`src/rtl/bcd_tens_stage.sv`:
```
// Tens-digit stage for a BCD decade counter: detects the units 9->0 wrap, counts tens
// modulo TENS_MAX+1, emits wrap/carry pulses and flags illegal units sequences.
module bcd_tens_stage #(
  parameter int unsigned TENS_MAX = 9
) (
  input  logic       clk,
  input  logic       res,
  input  logic [3:0] units,
  input  logic       en,
  input  logic       clr,
  output logic [3:0] tens,
  output logic       wrap,
  output logic       carry,
  output logic       err
);

  localparam logic [3:0] TensMax = 4'(TENS_MAX);

  logic [3:0] prev_q, prev_d;
  logic       pv_q, pv_d;
  logic [3:0] tens_q, tens_d;
  logic       wrap_q, wrap_d;
  logic       carry_q, carry_d;
  logic       err_q, err_d;

  logic       is_wrap;
  logic       step_ok;
  logic       bad;

  always_comb begin
    is_wrap = pv_q && (prev_q == 4'd9) && (units == 4'd0);
    step_ok = (units == prev_q) || ((prev_q <= 4'd8) && (units == prev_q + 4'd1)) || is_wrap;
    // The priming edge (pv_q == 0) performs no checks at all.
    bad     = pv_q && (!step_ok || (units > 4'd9));
  end

  always_comb begin
    prev_d  = units;
    pv_d    = 1'b1;
    tens_d  = tens_q;
    wrap_d  = 1'b0;
    carry_d = 1'b0;
    err_d   = err_q | bad;

    if (clr) begin
      prev_d = prev_q;
      pv_d   = 1'b0;
      tens_d = 4'd0;
      err_d  = 1'b0;
    end else if (is_wrap) begin
      wrap_d = 1'b1;
      if (en) begin
        if (tens_q >= TensMax) begin
          tens_d  = 4'd0;
          carry_d = 1'b1;
        end else begin
          tens_d = tens_q + 4'd1;
        end
      end
    end
  end

  always_ff @(posedge clk or negedge res) begin
    if (!res) begin
      prev_q  <= 4'd0;
      pv_q    <= 1'b0;
      tens_q  <= 4'd0;
      wrap_q  <= 1'b0;
      carry_q <= 1'b0;
      err_q   <= 1'b0;
    end else begin
      prev_q  <= prev_d;
      pv_q    <= pv_d;
      tens_q  <= tens_d;
      wrap_q  <= wrap_d;
      carry_q <= carry_d;
      err_q   <= err_d;
    end
  end

  assign tens  = tens_q;
  assign wrap  = wrap_q;
  assign carry = carry_q;
  assign err   = err_q;

endmodule
```
`config.mk`:
```
export PLATFORM = sky130hd
export DESIGN_NAME = bcd_tens_stage
export DESIGN_NICKNAME = d
export VERILOG_FILES = /design/src/rtl/bcd_tens_stage.sv
export SDC_FILE = /design/constraint.sdc
export NUM_CORES = 1
export LEC_CHECK = 0
export ABC_AREA = 1
export CAP_MARGIN = 20
export CORE_MARGIN = 4
export CORE_UTILIZATION = 30
export DETAILED_ROUTE_END_ITERATION = 7
export GPL_TIMING_DRIVEN = 0
export PLACE_DENSITY = 0.48
export SYNTH_ARGS = -nofsm -noshare
export SYNTH_HDL_FRONTEND = slang
export SYNTH_SLANG_ARGS = --single-unit
```
`constraint.sdc`:
```
create_clock -name clk -period 3.21 [get_ports clk]
set_input_delay 0.321 -clock clk [delete_from_list [all_inputs] [get_ports clk]]
set_output_delay 0.321 -clock clk [all_outputs]
set_load 0.01 [all_outputs]
```
==> results of run 1 <==
metrics by stage:
step	cells	hold slack (ns)	worst slack [ns]	cell area, sq um
final	147	0.3984	1.628	989.7
after global routing	147	0.4481	1.541	989.7
after CTS	147	0.4265	1.611	989.7
after detailed placement	143	0.5320	1.535	953.4
after global placement	143	0.5199	1.527	953.4
after floorplan	99	0.02541	1.822	775.7
final cells by class:
class                           instances  area, sq um  share of cell area
Buffer                                  1        3.754            0.003793
Clock buffer                            4        36.28             0.03666
Inverter                               17        63.81             0.06448
Multi-Input combinational cell         69        407.9              0.4121
Sequential cell                        12        300.3              0.3034
Tap cell                               30        37.54             0.03793
Timing Repair Buffer                   14        140.1              0.1416
per-layer routing:
metal  up-vias  GRT usage  wire length [um]  share of wire
li1        349          -                 -              -
met1       306     0.1324               707           0.44
met2         9     0.1735               808           0.51
met3         2    0.02632                66          0.041
met4         0    0.05502                12         0.0075
met5         -          0                 0              0
logic make-up after synthesis:
| kind of cell | synth area share |
|---|---|
| AOI/OAI and AO/OA | 0.09516 |
| xor gates and xnor gates | 0.04517 |
| adders and majority gates | 0.09677 |
| buffers and inverters | 0.08709 |
| DFF | 0.3871 |
| and+or+nand+nor | 0.2887 |
worst paths after layout:
check | cells after the start | to | from
setup reg to reg | 10 | err$_DFF_PN0_ | prev_q[0]$_DFFE_PN0N_
setup / recovery | 1 | tens[3] | tens[3]$_DFFE_PN0P_
min in group clk | 2 | err$_DFF_PN0_ | pv_q$_DFF_PN0_
hold / removal | 1 | err$_DFF_PN0_ | res
max in group asynchronous | 1 | prev_q[2]$_DFFE_PN0N_ | res
hold reg to reg | 2 | err$_DFF_PN0_ | pv_q$_DFF_PN0_
power by group:
part           internal [W]  switching, W
combinational     0.0000418     0.0000490
sequential         0.000162     0.0000134
clock             0.0000688     0.0000476
registers in the layout (all words and copies together) (netlist names):
signal,flops
tens,4
pv_q,1
prev_q,4
err,1
wrap,1
carry,1
cell usage after synthesis:
cell / count / area, sq um
inv_1: 11 / 41.29
nand2_2: 2 / 12.51
nand3_1: 8 / 40.04
dfrtp_1: 12 / 300.3
nand2_1: 26 / 97.59
nand2_4: 1 / 11.26
clkbuf_1: 1 / 3.750
nand4_2: 2 / 25.02
clkinv_1: 1 / 3.750
o31ai_1: 1 / 7.510
inv_2: 5 / 18.77
a21oi_2: 1 / 8.760
xnor2_1: 2 / 17.52
o21ai_0: 5 / 25.02
nor2_2: 1 / 6.260
ha_1: 6 / 75.07
a21oi_1: 1 / 5.000
o21ai_2: 2 / 17.52
xor2_1: 2 / 17.52
nand4_1: 1 / 6.260
nor2_1: 4 / 15.01
nor3_1: 2 / 10.01
o21ai_1: 2 / 10.01
==> impl_metrics.py, run 1 <==
metrics = {
    "outcome": {
        "status": "finished clean",
    },
    "synth": {
        "synth_nets": 113,
        "synthDistinctLibCells": 23,
        "ys_seq_area_frac": 0.3871,
        "syn-cell-area_sq_um": 775.7,
        "syn_inst": 99,
        "synth.avg_cell_area_sq_um": 7.836,
        "ys_ff_latch": 12,
        "yosysWarnings": 0,
    },
    "place": {
        "hpwl_mm": 1.290,
        "portBuffers": 14,
        "place_congestion": 0.8036,
    },
    "timing": {
        "rsz0062_at_grt": "no",
        "final_max_slew_viol_count": 0,
        "fin_crit_ns": 1.582,
        "relSlewSlack": 0.6494,
        "finalSetupTns_ns": 0,
        "hold_viol": 0,
        "tightestPinTransition_ns": 0.5242,
        "clock_skew_ns": 0.002724,
        "clock.fmax_ghz": 0.6319,
        "finalCritPeriodShare": 0.4930,
        "setup_viol": 0,
    },
    "clocking": {
        "cts_max_path_buffers": 2,
        "cts_buffers": 3,
        "clk_latency_ns": 0.26,
        "cts_root_buffer": "clkbuf_4",
        "cts_tree": "built",
        "postCtsSetupBuffers": 0,
        "clk_pin_slew_ns": 0.07,
        "cts_hold_buf": 0,
        "cts_num_sinks": 12,
        "htreeDepth": 1,
        "post_cts_resized": 0,
    },
    "critical_path": {
        "critPathLaunchType": "flip-flop",
        "critPathSlowestCell": "clkdlybuf4s50_1",
        "worstPathArrival_ns": 1.26,
        "r2r_slack_ns": 1.68,
        "cp.required_ns": 2.89,
        "cp_top_family": "buffers and inverters",
        "cpPeakStageDelay_ns": 0.57,
        "crit_path_end_kind": "output port",
        "critPathMaxFanout": 4,
        "worstSetupPathType": "flip-flop to output port",
        "path_buf_inv": 1,
        "path_cells": "clkdlybuf4s50_1",
    },
    "final_layout": {
        "final_cell_mix": "nand2_1, clkdlybuf4s50_1, dfrtp_1",
        "fillerInstances": 269,
        "fin_util": 0.3995,
        "syn_to_final_growth_pct": 27.58,
        "n_antenna_cell": 0,
        "fin_nets": 132,
        "layout-drive-gt1-share": 0.1538,
        "final_common_cell": "nand2_1",
    },
    "grt": {
        "antenna_found_initial": 0,
        "grt_pass1_wl_mm": 2.822,
        "grt_usage": 0.1076,
        "grt_max_degree": 13,
        "grt_pass1_vias": 679,
        "gr-total-overflow": 0,
    },
    "routing": {
        "drc": 0,
        "vias": 666,
        "ant_nets": 0,
        "drt_first_iter_violations": 12,
        "first_pass_iters": 4,
        "via_per_inst": 4.531,
        "wl_per_cell_um": 10.84,
        "wirelength_mm": 1.594,
    },
    "die": {
        "row_count": 18,
        "core_area_sq_um": 2477,
        "die_area_sq_um": 3463,
        "die_x_um": 58.85,
        "start_util": 0.3131,
        "die_h_um": 58.85,
        "ios": 15,
    },
    "min_path": {
        "min_path_type": "input port to asynchronous set/reset pin",
    },
    "power": {
        "power.density_nw_per_um2": 386.1,
        "power.total_w": 0.0003821,
        "vdd_ir_drop_max_uv": 257.5,
        "leakagePower_nw": 0.4836,
    },
    "run": {
        "cap_viol_max_count": 0,
    },
}
No activity file was read; power rests on OpenSTA's default activity.
==> inputs of run 2 (changes only) <==
--- a/config.mk
+++ b/config.mk
@@ -11,7 +11,7 @@
 export CORE_UTILIZATION = 30
 export DETAILED_ROUTE_END_ITERATION = 7
 export GPL_TIMING_DRIVEN = 0
-export PLACE_DENSITY = 0.48
+export PLACE_DENSITY = 0.5
 export SYNTH_ARGS = -nofsm -noshare
 export SYNTH_HDL_FRONTEND = slang
 export SYNTH_SLANG_ARGS = --single-unit
==> constraint.sdc (replaced) <==
create_clock -name clk -period 1.3 [get_ports clk]
set_input_delay 0.13 -clock clk [delete_from_list [all_inputs] [get_ports clk]]
set_output_delay 0.13 -clock clk [all_outputs]
set_load 0.01 [all_outputs]
==> run 2 against run 1 <==
Net effect:
- the run now ends with negative setup slack left
- via count increased by 10%
- cell count up 8.2%
- global-route usage grew 0.37 points
- first-iteration DRC count up 130%
- core utilization increased by 12 points
- largest cell class unchanged
==> impl_metrics.py, run 2 (synthesis results as in run 1) <==
metrics = {
    "clocking": {
        "cts_buffers": 3,
        "cts_hold_buf": 0,
        "clk_latency_ns": 0.26,
        "htreeDepth": 1,
        "cts_root_buffer": "clkbuf_4",
        "cts_tree": "built",
        "cts_num_sinks": 12,
        "cts_max_path_buffers": 2,
        "clk_pin_slew_ns": 0.07,
    },
    "routing": {
        "wl_per_cell_um": 12.33,
        "vias": 733,
        "first_pass_iters": 3,
        "wirelength_mm": 1.961,
        "drt_first_iter_violations": 27,
        "via_per_inst": 4.610,
        "ant_nets": 0,
        "drc": 0,
    },
    "grt": {
        "grt_usage": 0.1114,
        "grt_pass1_vias": 696,
        "gr-total-overflow": 0,
        "antenna_found_initial": 0,
        "grt_max_degree": 13,
        "grt_pass1_wl_mm": 2.953,
    },
    "critical_path": {
        "crit_path_end_kind": "flip-flop",
        "crit_top_cell": "buf_4",
        "path_cells": "buf_6 > buf_4 > buf_4 > ha_2 > xor2_2 > nand4_4 > o21ai_2",
        "cp.required_ns": 1.49,
        "critPathSlowestCell": "dfrtp_1",
        "critPathMaxFanout": 3,
        "worstSetupPathType": "flip-flop to flip-flop",
        "path_buf_inv": 3,
        "critPathLaunchType": "flip-flop",
        "worstPathArrival_ns": 1.61,
        "cp_top_family": "flip-flops",
        "cpPeakStageDelay_ns": 0.41,
    },
    "timing": {
        "setup_viol": 5,
        "rsz0062_at_grt": "yes",
        "layout_setup_ws_ns": -0.1164,
        "clock.fmax_ghz": 0.7060,
        "tightestPinTransition_ns": 0.5592,
        "clock_skew_ns": 0.001385,
        "fin_crit_ns": 1.416,
        "hold_viol": 0,
        "relSlewSlack": 0.6260,
        "final_max_slew_viol_count": 0,
        "finalCritPeriodShare": 1.090,
    },
    "die": {
        "core_area_sq_um": 2477,
        "die_x_um": 58.85,
        "die_h_um": 58.85,
        "row_count": 18,
        "ios": 15,
        "start_util": 0.3131,
        "die_area_sq_um": 3463,
    },
    "final_layout": {
        "layout-drive-gt1-share": 0.4574,
        "final_common_cell": "nand2_1",
        "fin_cells": 159,
        "fin_nets": 145,
        "n_antenna_cell": 0,
        "syn_to_final_growth_pct": 66.29,
        "final_cell_mix": "nand2_1, inv_2, dfrtp_1, buf_4, clkdlybuf4s50_1",
    },
    "min_path": {
        "min_path_type": "input port to asynchronous set/reset pin",
    },
    "outcome": {
        "violations": "negative setup slack",
        "status": "finished, violations left",
    },
    "place": {
        "place_congestion": 0.7396,
        "dp_cells": 143,
        "place_ws_ns": -0.2393,
        "hpwl_mm": 1.263,
        "portBuffers": 14,
    },
    "run": {
        "cap_viol_max_count": 0,
    },
    "power": {
        "leakagePower_nw": 0.6081,
        "power.density_nw_per_um2": 806.2,
        "vdd_ir_drop_max_uv": 523.9,
    },
}
run 2: cell count changes in the layout (fill, tap and decap cells not counted), moves of 3 or more:
| cell | before | now |
|---|---|---|
| buf_4 | 0 | 11 |
| clkdlybuf4s50_1 | 14 | 9 |
| dlygate4sd2_1 | 0 | 3 |
| ha_1 | 6 | 0 |
| ha_4 | 0 | 5 |
| inv_1 | 11 | 5 |
| inv_2 | 5 | 11 |
| nand2_1 | 26 | 23 |
| nand3_1 | 8 | 2 |
| nand3_2 | 0 | 6 |
run 2: worst paths after layout:
check / from / to / slack [ns] / depth (start not counted)
setup reg to reg: tens[0]$_DFFE_PN0P_ / tens[2]$_DFFE_PN0P_ / -0.12 / 7
min in group clk: clr / prev_q[1]$_DFFE_PN0N_ / 0.50 / 2
setup / recovery: tens[0]$_DFFE_PN0P_ / tens[2]$_DFFE_PN0P_ / -0.12 / 7
hold reg to reg: err$_DFF_PN0_ / err$_DFF_PN0_ / 0.53 / 2
hold / removal: res / tens[3]$_DFFE_PN0P_ / 0.23 / 1
max in group asynchronous: res / prev_q[0]$_DFFE_PN0N_ / 0.68 / 1
run 2: routing by layer:
layer  up-vias  share of wire  global-route usage
met5         -              0                   0
met4         0         0.0051             0.03883
met3         2          0.031             0.02193
met2         9           0.53              0.1877
met1       346           0.44              0.1409
li1        376              -                   -
run 2: area by class of cell:
class	count	area [sq um]
tap	30	37.54
multi-input combinational	69	605.6
clock buffer	3	22.52
inverter	17	63.81
buffer	1	3.754
sequential	12	301.5
timing repair buffer	27	255.2
fill	237	1187
run 2: metrics by stage:
step | area (sq um) | TNS (ns) | hold WS, ns | utilization | total power [W]
floorplan | 775.7 | -0.08179 | -0.1656 | - | 0.0005731
global placement | 953.4 | -1.128 | 0.5162 | 0.3848 | 0.0006634
detailed placement | 953.4 | -1.145 | 0.5254 | 0.3848 | 0.0006670
CTS | 1071 | -0.4199 | 0.2494 | 0.4323 | 0.0009388
global route | 1290 | -0.7891 | 0.2597 | 0.5207 | 0.001119
finish | 1290 | -0.3047 | 0.2259 | 0.5207 | 0.001040
run 2: power by group:
part,leakage [nW],switching (W),internal [W]
sequential,0.153,0.0000246,0.000400
clock,0.0138,0.000113,0.000107
combinational,0.441,0.000205,0.000192
total,0.608,0.000342,0.000698
run 2: what timing repair did:
| action | CTS | global route |
|---|---|---|
| resized for setup | 11 | 36 |
| pin swaps | 9 | 14 |
| endpoints found under the setup margin | 10 | 8 |
| setup buffers | 7 | 6 |
==> inputs of run 3 (changes only) <==
--- a/config.mk
+++ b/config.mk
@@ -12,6 +12,7 @@
 export DETAILED_ROUTE_END_ITERATION = 7
 export GPL_TIMING_DRIVEN = 0
 export PLACE_DENSITY = 0.5
+export REMOVE_ABC_BUFFERS = 1
 export SYNTH_ARGS = -nofsm -noshare
 export SYNTH_HDL_FRONTEND = slang
 export SYNTH_SLANG_ARGS = --single-unit
==> run 3 against run 2 <==
Net effect:
- hold slack got worse by 0.029 ns
- sequential power barely moved
- clock skew rose by 0.0019 ns
- cell count fell by 1.9%
- critical endpoint is now err$_DFF_PN0_
- register-to-register slack improved by 0.06 ns
- total power fell by 2.6%
- combinational power fell by 29%
- clock power rose by 40%
- the run still ends with negative setup slack left
- critical path type unchanged
==> impl_metrics.py, run 3 (synthesis results as in run 1) <==
metrics = {
    "routing": {
        "vias": 716,
        "drt_first_iter_violations": 26,
        "drc": 0,
        "via_per_inst": 4.590,
        "first_pass_iters": 4,
        "wirelength_mm": 1.702,
        "wl_per_cell_um": 10.91,
        "ant_nets": 0,
    },
    "clocking": {
        "cts_tree": "built",
        "cts_num_sinks": 12,
        "clk_latency_ns": 0.28,
        "clk_pin_slew_ns": 0.08,
        "cts_root_buffer": "clkbuf_4",
        "htreeDepth": 1,
        "cts_buffers": 3,
        "cts_max_path_buffers": 2,
    },
    "timing": {
        "finalSetupTns_ns": -0.1949,
        "clock.fmax_ghz": 0.7361,
        "hold_ws_ns": 0.1971,
        "fin_crit_ns": 1.359,
        "setup_viol": 4,
        "clock_skew_ns": 0.003333,
        "rsz0062_at_grt": "yes",
        "relSlewSlack": 0.6372,
        "final_max_slew_viol_count": 0,
        "finalCritPeriodShare": 1.045,
        "tightestPinTransition_ns": 0.5424,
        "layout_setup_ws_ns": -0.05853,
        "hold_viol": 0,
    },
    "place": {
        "dpl_cell_area_sq_um": 949.7,
        "portBuffers": 14,
        "place_congestion": 0.8357,
        "hpwl_mm": 1.256,
        "place_ws_ns": -0.2356,
    },
    "critical_path": {
        "r2r_slack_ns": -0.06,
        "worstSetupPathType": "flip-flop to flip-flop",
        "critPathLaunchType": "flip-flop",
        "timing.rr.end": "err$_DFF_PN0_",
        "critPathMaxFanout": 2,
        "worstRegToRegCells": 10,
        "crit_path_end_kind": "flip-flop",
        "reg2reg_from": "prev_q[0]$_DFFE_PN0N_",
        "worstPathArrival_ns": 1.52,
        "cp.required_ns": 1.46,
    },
    "die": {
        "ios": 15,
        "core_area_sq_um": 2477,
        "die_x_um": 58.85,
        "start_util": 0.3131,
        "die_h_um": 58.85,
        "die_area_sq_um": 3463,
        "row_count": 18,
    },
    "final_layout": {
        "syn_to_final_growth_pct": 41.45,
        "fin_util": 0.4429,
        "final_cell_mix": "nand2_1, dfrtp_1, buf_4",
        "layout-drive-gt1-share": 0.2937,
        "fin_nets": 141,
        "n_antenna_cell": 0,
        "final_common_cell": "nand2_1",
        "fin_area_sq_um": 1097,
    },
    "min_path": {
        "min_path_type": "input port to asynchronous set/reset pin",
    },
    "power": {
        "vdd_ir_drop_max_uv": 564.6,
        "power.density_nw_per_um2": 922.9,
        "leakagePower_nw": 0.5871,
    },
    "grt": {
        "grt_pass1_wl_mm": 3.098,
        "antenna_found_initial": 0,
        "grt_pass1_vias": 750,
        "grt_max_degree": 13,
        "gr-total-overflow": 0,
        "grt_usage": 0.1148,
    },
    "outcome": {
        "status": "finished, violations left",
        "violations": "negative setup slack",
    },
    "run": {
        "cap_viol_max_count": 0,
    },
}
-- run 3: cell types whose count changed in the layout (fill, tap and decap cells not counted), moves of 3 or more --
cell	delta
nand3_2	-5
ha_1	+4
nand2_1	+3
inv_1	+3
inv_2	-3
nand3_1	+5
ha_4	-4
-- run 3: layer usage --
layer | wire length (um) | track usage
met3 | 69 | 0.03289
met5 | 0 | 0
met4 | 27 | 0.03560
met1 | 759 | 0.1430
met2 | 845 | 0.1909
-- run 3: layout make-up --
| type | instances | area (sq um) |
|---|---|---|
| multi-input combinational | 69 | 440.4 |
| fill | 273 | 1380 |
| timing repair buffer | 24 | 217.7 |
| sequential | 12 | 301.5 |
| clock buffer | 4 | 36.28 |
| tap | 30 | 37.54 |
| inverter | 17 | 63.81 |
-- run 3: worst max-delay path: stages, from the launching register on --
cell and delay, ns:
dfrtp_2 0.42, inv_2 0.08, ha_4 0.20, xnor2_2 0.11
nand2_1 0.07, nor2_1 0.09, nand2_1 0.06, nand2_1 0.05
nand2_1 0.05, nand2_1 0.07, a21oi_2 0.05
-- run 3: through the flow --
step / total power, W / cells
detailed placement: 0.0006648 / 142
global route: 0.001090 / 156
global placement: 0.0006638 / 142
finish: 0.001013 / 156
CTS: 0.001006 / 153
floorplan: 0.0005696 / 98
-- run 3: power breakdown --
part / internal [W] / switching, W / total, W
registers: 0.000400 / 0.0000255 / 0.000425
clock network: 0.000171 / 0.000137 / 0.000307
logic: 0.000136 / 0.000144 / 0.000280
-- run 3: timing repair --
item | 4_1_cts | 5_1_grt
resized for setup | 12 | 5
setup endpoints to repair | 11 | 8
setup buffers | 7 | 3
hold buffers | 0 | 0
pin swaps | 6 | 8
-- run 3: worst max-delay path by stage --
stage	endpoint	cells after the start	from	slack (ns)
floorplan	err$_DFF_PN0_	10	prev_q[0]$_DFFE_PN0N_	-0.07
global placement	tens[1]$_DFFE_PN0P_	6	clr	-0.23
detailed placement	err$_DFF_PN0_	10	prev_q[0]$_DFFE_PN0N_	-0.24
CTS	err$_DFF_PN0_	10	prev_q[1]$_DFFE_PN0N_	-0.11
global route	err$_DFF_PN0_	10	prev_q[0]$_DFFE_PN0N_	-0.15
finish	err$_DFF_PN0_	10	prev_q[0]$_DFFE_PN0N_	-0.06
